File: config.mk
export PLATFORM = sky130hd
export DESIGN_NAME = operand_entry_flat
export DESIGN_NICKNAME = d
export VERILOG_FILES = /design/src/rtl/operand_entry_pkg.sv /design/src/rtl/operand_entry_if.sv /design/src/rtl/key_sync.sv /design/src/rtl/operand_entry.sv /design/src/flat_wrapper.sv
export SDC_FILE = /design/constraint.sdc
export NUM_CORES = 1
export LEC_CHECK = 0
export ABC_AREA = 0
export ABC_CLOCK_PERIOD_IN_PS = 4150
export CAP_MARGIN = 20
export CORE_MARGIN = 3
export CORE_UTILIZATION = 38
export DETAILED_ROUTE_END_ITERATION = 10
export GPL_TIMING_DRIVEN = 0
export PLACE_DENSITY = 0.62
export SETUP_SLACK_MARGIN = 0.2
export SYNTH_ARGS = -nofsm -noshare
export SYNTH_HDL_FRONTEND = slang
export SYNTH_SLANG_ARGS = --single-unit
File: constraint.sdc
create_clock -name clk -period 4.15 [get_ports clk]
set_input_delay 0.415 -clock clk [delete_from_list [all_inputs] [get_ports clk]]
set_output_delay 0.415 -clock clk [all_outputs]
set_load 0.005 [all_outputs]
File: src/rtl/operand_entry_pkg.sv
// Shared types and constants for the operand entry block: FSM states, operator codes and
// a small helper used to size-check the operand registers.
package operand_entry_pkg;

   typedef enum logic [1:0] {
      StEnterA = 2'd0,
      StEnterB = 2'd1,
      StDone   = 2'd2
   } state_e;

   localparam logic [1:0] STATE_ENTER_A = 2'd0;
   localparam logic [1:0] STATE_ENTER_B = 2'd1;
   localparam logic [1:0] STATE_DONE    = 2'd2;

   localparam logic [2:0] OP_ADD  = 3'd0;
   localparam logic [2:0] OP_SUB  = 3'd1;
   localparam logic [2:0] OP_MUL  = 3'd2;
   localparam logic [2:0] OP_DIV  = 3'd3;
   localparam logic [2:0] OP_BKSP = 3'd7;

   function automatic longint unsigned pow10(input int unsigned n);
      longint unsigned r;
      r = 1;
      for (int unsigned i = 0; i < n; i++) r = r * 10;
      return r;
   endfunction

endpackage

File: src/rtl/operand_entry_if.sv
// Key inputs and operand/status outputs of operand_entry; the keypad side is the master.
interface operand_entry_if #(
   parameter int unsigned MAX_DIGITS = 3,
   parameter int unsigned WIDTH      = 10
);
   localparam int unsigned DIGW = $clog2(MAX_DIGITS + 1);

   logic [3:0]       num;
   logic             num_pressed;
   logic [2:0]       opt;
   logic             opt_pressed;
   logic             submit;
   logic [WIDTH-1:0] operand_a;
   logic [WIDTH-1:0] operand_b;
   logic [2:0]       op;
   logic [DIGW-1:0]  digits;
   logic [1:0]       state;
   logic             expr_valid;

   modport master (
      output num, num_pressed, opt, opt_pressed, submit,
      input  operand_a, operand_b, op, digits, state, expr_valid
   );

   modport slave (
      input  num, num_pressed, opt, opt_pressed, submit,
      output operand_a, operand_b, op, digits, state, expr_valid
   );

endinterface

File: src/rtl/key_sync.sv
// Two-flop synchroniser for a key level plus its code, with a one-cycle rising-edge pulse.
// Code bits travel with the level so the code seen with the pulse is the synchronised one.
module key_sync #(
   parameter int unsigned DW = 1
) (
   input  logic          clk,
   input  logic          reset,
   input  logic          level,
   input  logic [DW-1:0] data,
   output logic          pulse,
   output logic [DW-1:0] data_sync
);

   logic [DW:0] s1_q, s2_q;
   logic        s3_q;

   always_ff @(posedge clk or negedge reset) begin
      if (!reset) begin
         s1_q <= '0;
         s2_q <= '0;
         s3_q <= 1'b0;
      end else begin
         s1_q <= {level, data};
         s2_q <= s1_q;
         s3_q <= s2_q[DW];
      end
   end

   assign pulse     = s2_q[DW] & ~s3_q;
   assign data_sync = s2_q[DW-1:0];

endmodule

File: src/rtl/operand_entry.sv
// Calculator operand entry: builds operand_a, op and operand_b from debounced key levels.
// Define OPERAND_ENTRY_BKSP_EN to make operator code 7 act as backspace.
module operand_entry
   import operand_entry_pkg::*;
#(
   parameter int unsigned MAX_DIGITS = 3,
   parameter int unsigned WIDTH      = 10
) (
   input logic            clk,
   input logic            reset,
   operand_entry_if.slave bus
);

   localparam int unsigned     DIGW    = $clog2(MAX_DIGITS + 1);
   localparam logic [DIGW-1:0] MAX_CNT = DIGW'(MAX_DIGITS);

   generate
      if (WIDTH < 64 && (64'd1 << WIDTH) < pow10(MAX_DIGITS)) begin : g_width_check
         $error("WIDTH too small to hold 10**MAX_DIGITS-1");
      end
   endgenerate

   logic       num_pulse, opt_pulse, sub_pulse, sub_flag;
   logic [3:0] num_code;
   logic [2:0] opt_code;

   key_sync #(.DW(4)) u_num_sync (
      .clk       (clk),
      .reset     (reset),
      .level     (bus.num_pressed),
      .data      (bus.num),
      .pulse     (num_pulse),
      .data_sync (num_code)
   );

   key_sync #(.DW(3)) u_opt_sync (
      .clk       (clk),
      .reset     (reset),
      .level     (bus.opt_pressed),
      .data      (bus.opt),
      .pulse     (opt_pulse),
      .data_sync (opt_code)
   );

   key_sync #(.DW(1)) u_sub_sync (
      .clk       (clk),
      .reset     (reset),
      .level     (bus.submit),
      .data      (1'b1),
      .pulse     (sub_pulse),
      .data_sync (sub_flag)
   );

   state_e           state_q;
   logic [WIDTH-1:0] a_q, b_q;
   logic [2:0]       op_q;
   logic [DIGW-1:0]  digits_q;
   logic             expr_valid_q;
`ifdef OPERAND_ENTRY_BKSP_EN
   logic [DIGW-1:0]  a_digits_q;
`endif

   logic             num_evt, sub_evt, opt_arith;
   logic [WIDTH-1:0] cur_opnd, next_opnd;
   logic             counts;

   assign num_evt   = num_pulse & (num_code < 4'd10);
   assign sub_evt   = sub_pulse & sub_flag;
   assign opt_arith = ~opt_code[2];
   assign cur_opnd  = (state_q == StEnterA) ? a_q : b_q;
   assign next_opnd = cur_opnd * WIDTH'(10) + WIDTH'(num_code);
   // Leading zeros leave the significant-digit count unchanged.
   assign counts    = (cur_opnd != '0) || (num_code != 4'd0);

   always_ff @(posedge clk or negedge reset) begin
      if (!reset) begin
         state_q      <= StEnterA;
         a_q          <= '0;
         b_q          <= '0;
         op_q         <= OP_ADD;
         digits_q     <= '0;
         expr_valid_q <= 1'b0;
`ifdef OPERAND_ENTRY_BKSP_EN
         a_digits_q   <= '0;
`endif
      end else begin
         expr_valid_q <= 1'b0;
         if (sub_evt) begin
            if (state_q == StEnterB) begin
               state_q      <= StDone;
               expr_valid_q <= 1'b1;
            end
         end else if (opt_pulse) begin
            if (opt_arith) begin
               if (state_q == StEnterA) begin
                  op_q     <= opt_code;
                  digits_q <= '0;
                  state_q  <= StEnterB;
`ifdef OPERAND_ENTRY_BKSP_EN
                  a_digits_q <= digits_q;
`endif
               end else if (state_q == StEnterB && b_q == '0 && digits_q == '0) begin
                  op_q <= opt_code;
               end
            end
`ifdef OPERAND_ENTRY_BKSP_EN
            else if (opt_code == OP_BKSP && state_q != StDone) begin
               if (digits_q != '0) begin
                  if (state_q == StEnterA) a_q <= a_q / WIDTH'(10);
                  else                     b_q <= b_q / WIDTH'(10);
                  digits_q <= digits_q - DIGW'(1);
               end else if (state_q == StEnterB) begin
                  state_q  <= StEnterA;
                  op_q     <= OP_ADD;
                  digits_q <= a_digits_q;
               end
            end
`endif
         end else if (num_evt) begin
            unique case (state_q)
               StEnterA, StEnterB: begin
                  if (digits_q < MAX_CNT) begin
                     if (state_q == StEnterA) a_q <= next_opnd;
                     else                     b_q <= next_opnd;
                     if (counts) digits_q <= digits_q + DIGW'(1);
                  end
               end
               default: begin
                  state_q  <= StEnterA;
                  a_q      <= WIDTH'(num_code);
                  b_q      <= '0;
                  op_q     <= OP_ADD;
                  digits_q <= (num_code != 4'd0) ? DIGW'(1) : '0;
               end
            endcase
         end
      end
   end

   assign bus.operand_a  = a_q;
   assign bus.operand_b  = b_q;
   assign bus.op         = op_q;
   assign bus.digits     = digits_q;
   assign bus.state      = state_q;
   assign bus.expr_valid = expr_valid_q;

endmodule

File: src/flat_wrapper.sv
// flat-port wrapper written by rule: the top's interface ports become plain ports
module operand_entry_flat import operand_entry_pkg::*;
#(
   parameter int unsigned MAX_DIGITS = 3,
   parameter int unsigned WIDTH      = 10
)
  (clk, reset, bus_num, bus_num_pressed, bus_opt, bus_opt_pressed, bus_submit, bus_operand_a, bus_operand_b, bus_op, bus_digits, bus_state, bus_expr_valid);
  operand_entry_if #(.MAX_DIGITS(MAX_DIGITS), .WIDTH(WIDTH)) bus_i ();
  input logic clk;
  input logic reset;
  input wire logic [$bits(bus_i.num)-1:0] bus_num;
  input wire logic [$bits(bus_i.num_pressed)-1:0] bus_num_pressed;
  input wire logic [$bits(bus_i.opt)-1:0] bus_opt;
  input wire logic [$bits(bus_i.opt_pressed)-1:0] bus_opt_pressed;
  input wire logic [$bits(bus_i.submit)-1:0] bus_submit;
  output wire logic [$bits(bus_i.operand_a)-1:0] bus_operand_a;
  output wire logic [$bits(bus_i.operand_b)-1:0] bus_operand_b;
  output wire logic [$bits(bus_i.op)-1:0] bus_op;
  output wire logic [$bits(bus_i.digits)-1:0] bus_digits;
  output wire logic [$bits(bus_i.state)-1:0] bus_state;
  output wire logic [$bits(bus_i.expr_valid)-1:0] bus_expr_valid;
  assign bus_i.num = bus_num;
  assign bus_i.num_pressed = bus_num_pressed;
  assign bus_i.opt = bus_opt;
  assign bus_i.opt_pressed = bus_opt_pressed;
  assign bus_i.submit = bus_submit;
  assign bus_operand_a = bus_i.operand_a;
  assign bus_operand_b = bus_i.operand_b;
  assign bus_op = bus_i.op;
  assign bus_digits = bus_i.digits;
  assign bus_state = bus_i.state;
  assign bus_expr_valid = bus_i.expr_valid;
  operand_entry #(.MAX_DIGITS(MAX_DIGITS), .WIDTH(WIDTH)) u_core (.clk(clk), .reset(reset), .bus(bus_i));
endmodule
==> impl_metrics.toml, run 1 <==
[outcome]
status = "complete, no violations"

[final_layout]
finalNonFillerCells = 354
area_growth_pct = 23.5
nFillCells = 588
multiInputGateArea_sq_um = 1170
utilization_pct = 48.8
drive_above_1_share_pct = 12.6
final_cell_area_sq_um = 3130
seqCellArea_sq_um = 1300
antenna_cells = 0
layout.nets = 303

[routing]
post_drt_via_cell_ratio = 4.97
vias = 1760
drc_errors = 0
wl_per_cell_um = 14.5
dr.pass1.iters = 5
drt-initial-drc-count = 40
wl_mm = 5.12
drtAntennaViolNets = 0

[global_routing]
grt_overflow = 0
grt_pass1_vias = 1791
grt_util_all_layers_pct = 14.5
grt_antenna_before_repair = 0
grt_max_degree = 37
grt_pass1_wl_mm = 8.70

[cts]
post_cts_resized = 0
cts_tree = "done"
post_cts_buffers = 0
cts_max_path_buffers = 2
cts-root-buf = "clkbuf_8"
h-tree-depth = 2
cts.sinks = 52
cts_inserted_buffers = 5
holdBufCountCts = 0
clk_pin_slew_ns = 0.10
worstSkewPairLatency_ns = 0.30

[floorplanning]
die_w_um = 87.7
coreArea_sq_um = 6420
io_pins = 40
fp.dieH_um = 87.7
start_util_pct = 39.5
row_count = 29
dieArea_sq_um = 7690

[critical_path]
criticalPathCategory = "flop to flop"
endpoint_kind = "flop"
cp_max_fo = 10
worstSetupStartpointType = "flop"
crit_start = "u_core.bus.state[0]"
cp.arrival_ns = 3.83
reg2reg_from = "u_core.bus.state[0]"
cp.required_ns = 4.36

[place]
dp_hpwl_mm = 3.94
place_congestion = 0.814
dp_cells = 346
dp_worst_setup_slack_ns = 0.415
io_buffers = 38
placed_area_sq_um = 3030

[synthesis]
synth_largest_area_cell = "dfrtp_1"
syn_nets = 257
synth_flop_cell = "dfrtp_1"
synth.distinct_cells = 45
postSynthAreaPerCell_sq_um = 11.0
yosysSeqAreaShare_pct = 51.3
async_flop_share_pct = 100
yosysWarnings = 0
post-synth-top-count-cell = "dfrtp_1"
yosys.area.top_type_share_pct = 51.3
synth-seq-cells = 52
synth_area_sq_um = 2540
synthCells = 230
synthTopCellsByArea = "dfrtp_1 (51%), ha_1 (6.4%), mux2_2 (4.4%), nand2_1 (4.4%), mux2i_1 (3.6%)"
yosys-top-cells-count = "dfrtp_1 (52), nand2_1 (30), nor2_1 (19), ha_1 (13)"
synth-edff-count = 0

[hold_path]
holdCritPathClass = "input port to asynchronous set/reset pin"

[pwr]
power.leakage_nw = 1.46
power_mw = 2.51
power_density_nw_per_um2 = 801
ir_drop_mv = 0.245

[job]
cap_violations = 0

[sta]
worst_slack_ns = 0.522
rsz0062_at_grt = "no"
holdWs_ns = 0.0255
worst_pin_slew_ns = 0.744
skew_ns = 0.0106
post-route-period-util_pct = 87.4
finalSetupViolCount = 0
slew_headroom_pct = 50.0
final_max_slew_viol_count = 0
hold_viol = 0
setup-tns-final_ns = 0
clock.fmax_mhz = 276
period_needed_ns = 3.63
## cells in the final DEF (no fill, tap or decap), types with 2 or more instances in the layout
cell type        synthesis  routed
mux2i_2                  0       2
ha_1                    13      13
a221o_1                  2       2
o31ai_1                  3       3
a22o_1                   2       2
o21ai_2                  2       2
mux2i_1                  9       7
nor3_1                   4       4
conb_1                   2       2
a21o_1                   3       3
buf_2                    3       3
inv_1                   10      10
nand2_1                 30      30
o21ai_0                  5       5
nor2b_1                  5       5
o21ai_1                  3       3
clkbuf_1                 3       3
nand3b_1                 2       2
clkbuf_8                 0       5
clkdlybuf4s50_1          0      37
nor2_1                  19      19
inv_6                    0       2
dfrtp_1                 52      52
a21oi_1                  8       8
mux2_2                  10      10
xor2_1                   9       9
nand3_1                  3       3
xnor2_1                  6       6
fa_1                     2       2
## power breakdown
| part | total, mW | switching [mW] | internal (mW) |
|---|---|---|---|
| registers | 0.776 | 0.146 | 0.630 |
| logic | 1.44 | 0.707 | 0.729 |
| clock network | 0.297 | 0.173 | 0.123 |
| total | 2.51 | 1.03 | 1.48 |
## per-layer routing
| layer | wire, um | GRT usage (%) |
|---|---|---|
| met4 | 56 | 3.21 |
| met2 | 2470 | 23.9 |
| met1 | 2400 | 20.0 |
| met5 | 0 | 0 |
| met3 | 191 | 2.73 |
## worst paths after layout
check | to | slack [ns] | cells past startpoint
setup / recovery | u_core.bus.operand_a[9] | 0.52 | 13
hold / removal | u_core.bus.state[1] | 0.03 | 1
setup reg to reg | u_core.bus.operand_a[9] | 0.52 | 13
hold reg to reg | u_core.u_num_sync.s2_q[1] | 0.36 | 0
max in group asynchronous | u_core.u_num_sync.s1_q[3] | 3.60 | 2
min in group clk | u_core.u_num_sync.s2_q[1] | 0.36 | 0
## sequential cells by signal, indices dropped and copies added (netlist names)
register                flops
u_core.bus.operand_a       10
u_core.bus.operand_b       10
u_core.u_num_sync.s1_q      5
u_core.u_num_sync.s2_q      5
u_core.u_opt_sync.s1_q      4
u_core.u_opt_sync.s2_q      4
u_core.bus.digits           2
u_core.bus.op               2
u_core.bus.state            2
u_core.u_sub_sync.s1_q      2
u_core.u_sub_sync.s2_q      2
u_core.bus.expr_valid       1
u_core.u_num_sync.s3_q      1
u_core.u_opt_sync.s3_q      1
u_core.u_sub_sync.s3_q      1
## cells by family (layout without fill, tap and decap cells)
family	Yosys count	in the layout	share of synthesized area, %
other cells	2	2	0.296
buf+inv	17	64	2.81
xor+xnor	16	16	6.07
compound gates	35	35	9.71
simple gates	74	74	13.9
mux	19	19	7.99
fa+ha+maj	15	15	7.99
flops	52	52	51.3
## area by class of cell
cell class	instances	share of cell area, %
sequential	52	41.5
multi-input combinational	161	37.4
timing repair buffer	39	12.6
tap	77	3.08
clock buffer	5	2.20
inverter	10	1.20
buffer	7	1.16
clock inverter	3	0.799
## critical path, cell delays in order, from the launching register on
cell,delay [ns]
dfrtp_1,0.51
nor2_2,0.20
clkbuf_4,0.29
mux2i_2,0.33
inv_1,0.07
ha_1,0.20
ha_1,0.21
fa_1,0.41
a21o_1,0.18
a21oi_1,0.17
xnor2_1,0.17
nand4_1,0.16
xnor3_1,0.41
o31ai_1,0.21
Power figures use the tool's default switching activity.
==> inputs of run 2 (changes only) <==
--- a/config.mk
+++ b/config.mk
@@ -9,10 +9,10 @@
 export ABC_CLOCK_PERIOD_IN_PS = 4150
 export CAP_MARGIN = 20
 export CORE_MARGIN = 3
-export CORE_UTILIZATION = 38
+export CORE_UTILIZATION = 53
 export DETAILED_ROUTE_END_ITERATION = 10
 export GPL_TIMING_DRIVEN = 0
-export PLACE_DENSITY = 0.62
+export PLACE_DENSITY = 0.81
 export SETUP_SLACK_MARGIN = 0.2
 export SYNTH_ARGS = -nofsm -noshare
 export SYNTH_HDL_FRONTEND = slang
==> run 2 against run 1 <==
Compared with the run above:
- combinational power about the same
- die area is 27% lower
- wire length shrank 2.6%
- fmax hardly changed
- worst hold slack better by 0.33 ns
- first-iteration DRC count rose to 2.9 times the previous value
- final cell count is 6.8% lower
==> impl_metrics.toml, run 2 (same netlist as run 1, synthesis figures left out) <==
[outcome]
status = "complete, no violations"

[hold_path]
hold_path_startpoint = "u_core.u_opt_sync.s1_q[3]"
holdCritPathClass = "flop to flop"

[pwr]
power.leakage_nw = 1.47
power_switching_mw = 1.03
combPwrFrac_pct = 57.1
seqPwrFrac_pct = 30.9
power_mw = 2.52
ir_drop_mv = 0.370
p_clk_share_pct = 12.0
sw_frac_of_total_pct = 41.0
power_density_nw_per_um2 = 809
p_int_mw = 1.49

[sta]
setup-tns-final_ns = 0
final_max_slew_viol_count = 0
rsz0062_at_grt = "no"
skew_ns = 0.00866
finalSetupViolCount = 0
clock.fmax_mhz = 276
worst_slack_ns = 0.525
hold_viol = 0
post-route-period-util_pct = 87.4
slew_headroom_pct = 49.0
worst_pin_slew_ns = 0.761
period_needed_ns = 3.63

[cts]
cts-root-buf = "clkbuf_8"
cts_inserted_buffers = 5
cts.sinks = 52
cts_max_path_buffers = 2
clk_pin_slew_ns = 0.10
h-tree-depth = 2
worstSkewPairLatency_ns = 0.31
cts_tree = "done"

[global_routing]
grt_antenna_before_repair = 0
grt_overflow = 0
grt_max_degree = 41
grt_pass1_vias = 1849
grt_pass1_wl_mm = 8.38
grt_util_all_layers_pct = 19.8

[floorplanning]
row_count = 24
dieArea_sq_um = 5650
die_w_um = 75.2
start_util_pct = 56.7
io_pins = 40
coreArea_sq_um = 4470
fp.dieH_um = 75.2

[final_layout]
mostFrequentLayoutCells = "dfrtp_1 (52), clkdlybuf4s50_1 (37), nand2_1 (30)"
layout.nets = 304
drive_above_1_share_pct = 12.6
final_common_cell = "dfrtp_1"
antenna_cells = 0
area_growth_pct = 22.8
finalNonFillerCells = 330

[job]
cap_violations = 0

[routing]
wl_mm = 4.98
wl_per_cell_um = 15.1
drtAntennaViolNets = 0
dr.pass1.iters = 6
vias = 1841
post_drt_via_cell_ratio = 5.58
drc_errors = 0
drt-initial-drc-count = 117

[critical_path]
cp.arrival_ns = 3.85
criticalPathCategory = "flop to flop"
crit_start = "u_core.bus.state[0]"
endpoint_kind = "flop"
reg2reg_from = "u_core.bus.state[0]"
worstSetupStartpointType = "flop"
cp.required_ns = 4.37
cp_max_fo = 10

[place]
place_congestion = 0.916
io_buffers = 38
dp_hpwl_mm = 3.73
dp_worst_setup_slack_ns = 0.387
dp_cells = 321
[run 2: cell count changes in the layout (fill, tap and decap cells not counted)]
cell / delta
inv_8: +1
clkinvlp_4: -1
dlygate4sd3_1: +1
[run 2: power groups by stage]
stage	Combinational, mW	Clock, mW	Sequential [mW]
CTS	1.44	0.312	0.773
global placement	1.39	0	0.777
finish	1.44	0.304	0.778
global route	1.61	0.334	0.803
floorplan	0.970	0	0.758
detailed placement	1.42	0	0.784
[run 2: cell type report]
class                           count  area (sq um)
Buffer                              7          36.3
Clock buffer                        5          68.8
Clock inverter                      3          28.8
Fill cell                         329          1360
Inverter                           10          37.5
Multi-Input combinational cell    161          1170
Sequential cell                    52          1300
Tap cell                           52          65.1
Timing Repair Buffer               40           405
[run 2: routing by layer]
layer	vias to the layer above	global-route usage, %	wire length (um)
met4	0	6.99	95
li1	876	-	-
met2	51	33.7	2420
met1	902	25.5	2230
met5	-	0	0
met3	12	3.47	237
[run 2: critical path, cell delays in order, from the launching register on]
cell	delay (ns)
dfrtp_1	0.51
nor2_2	0.20
clkbuf_4	0.29
mux2_2	0.40
ha_1	0.19
ha_1	0.21
fa_1	0.41
a21o_1	0.19
a21oi_1	0.17
xnor2_1	0.19
nand4_1	0.17
xnor3_1	0.41
o31ai_1	0.20
[run 2: final timing paths]
kind / to / slack (ns) / depth (start not counted)
worst max-delay path: u_core.bus.operand_b[9] / 0.52 / 12
worst min-delay path: u_core.u_opt_sync.s2_q[3] / 0.36 / 0
worst max register to register: u_core.bus.operand_b[9] / 0.52 / 12
worst min register to register: u_core.u_opt_sync.s2_q[3] / 0.36 / 0
max in group asynchronous: u_core.u_num_sync.s1_q[0] / 3.12 / 3
min in group asynchronous: u_core.bus.operand_a[9] / 0.52 / 2
[run 2: timing repair]
action                                  CTS  global route
hold buffers                              1             0
setup buffers                             0             0
endpoints found under the setup margin    0             2
hold endpoints to repair                 12             0
gates resized for setup                   0             3
[run 2: through the flow]
stage	cell area, sq um	hold slack, ns	utilization, %
global placement	2980	0.331	66.7
floorplan	2540	0.119	-
global route	3120	0.365	69.6
finish	3120	0.356	69.6
CTS	3110	0.358	69.4
detailed placement	3000	0.325	67.0
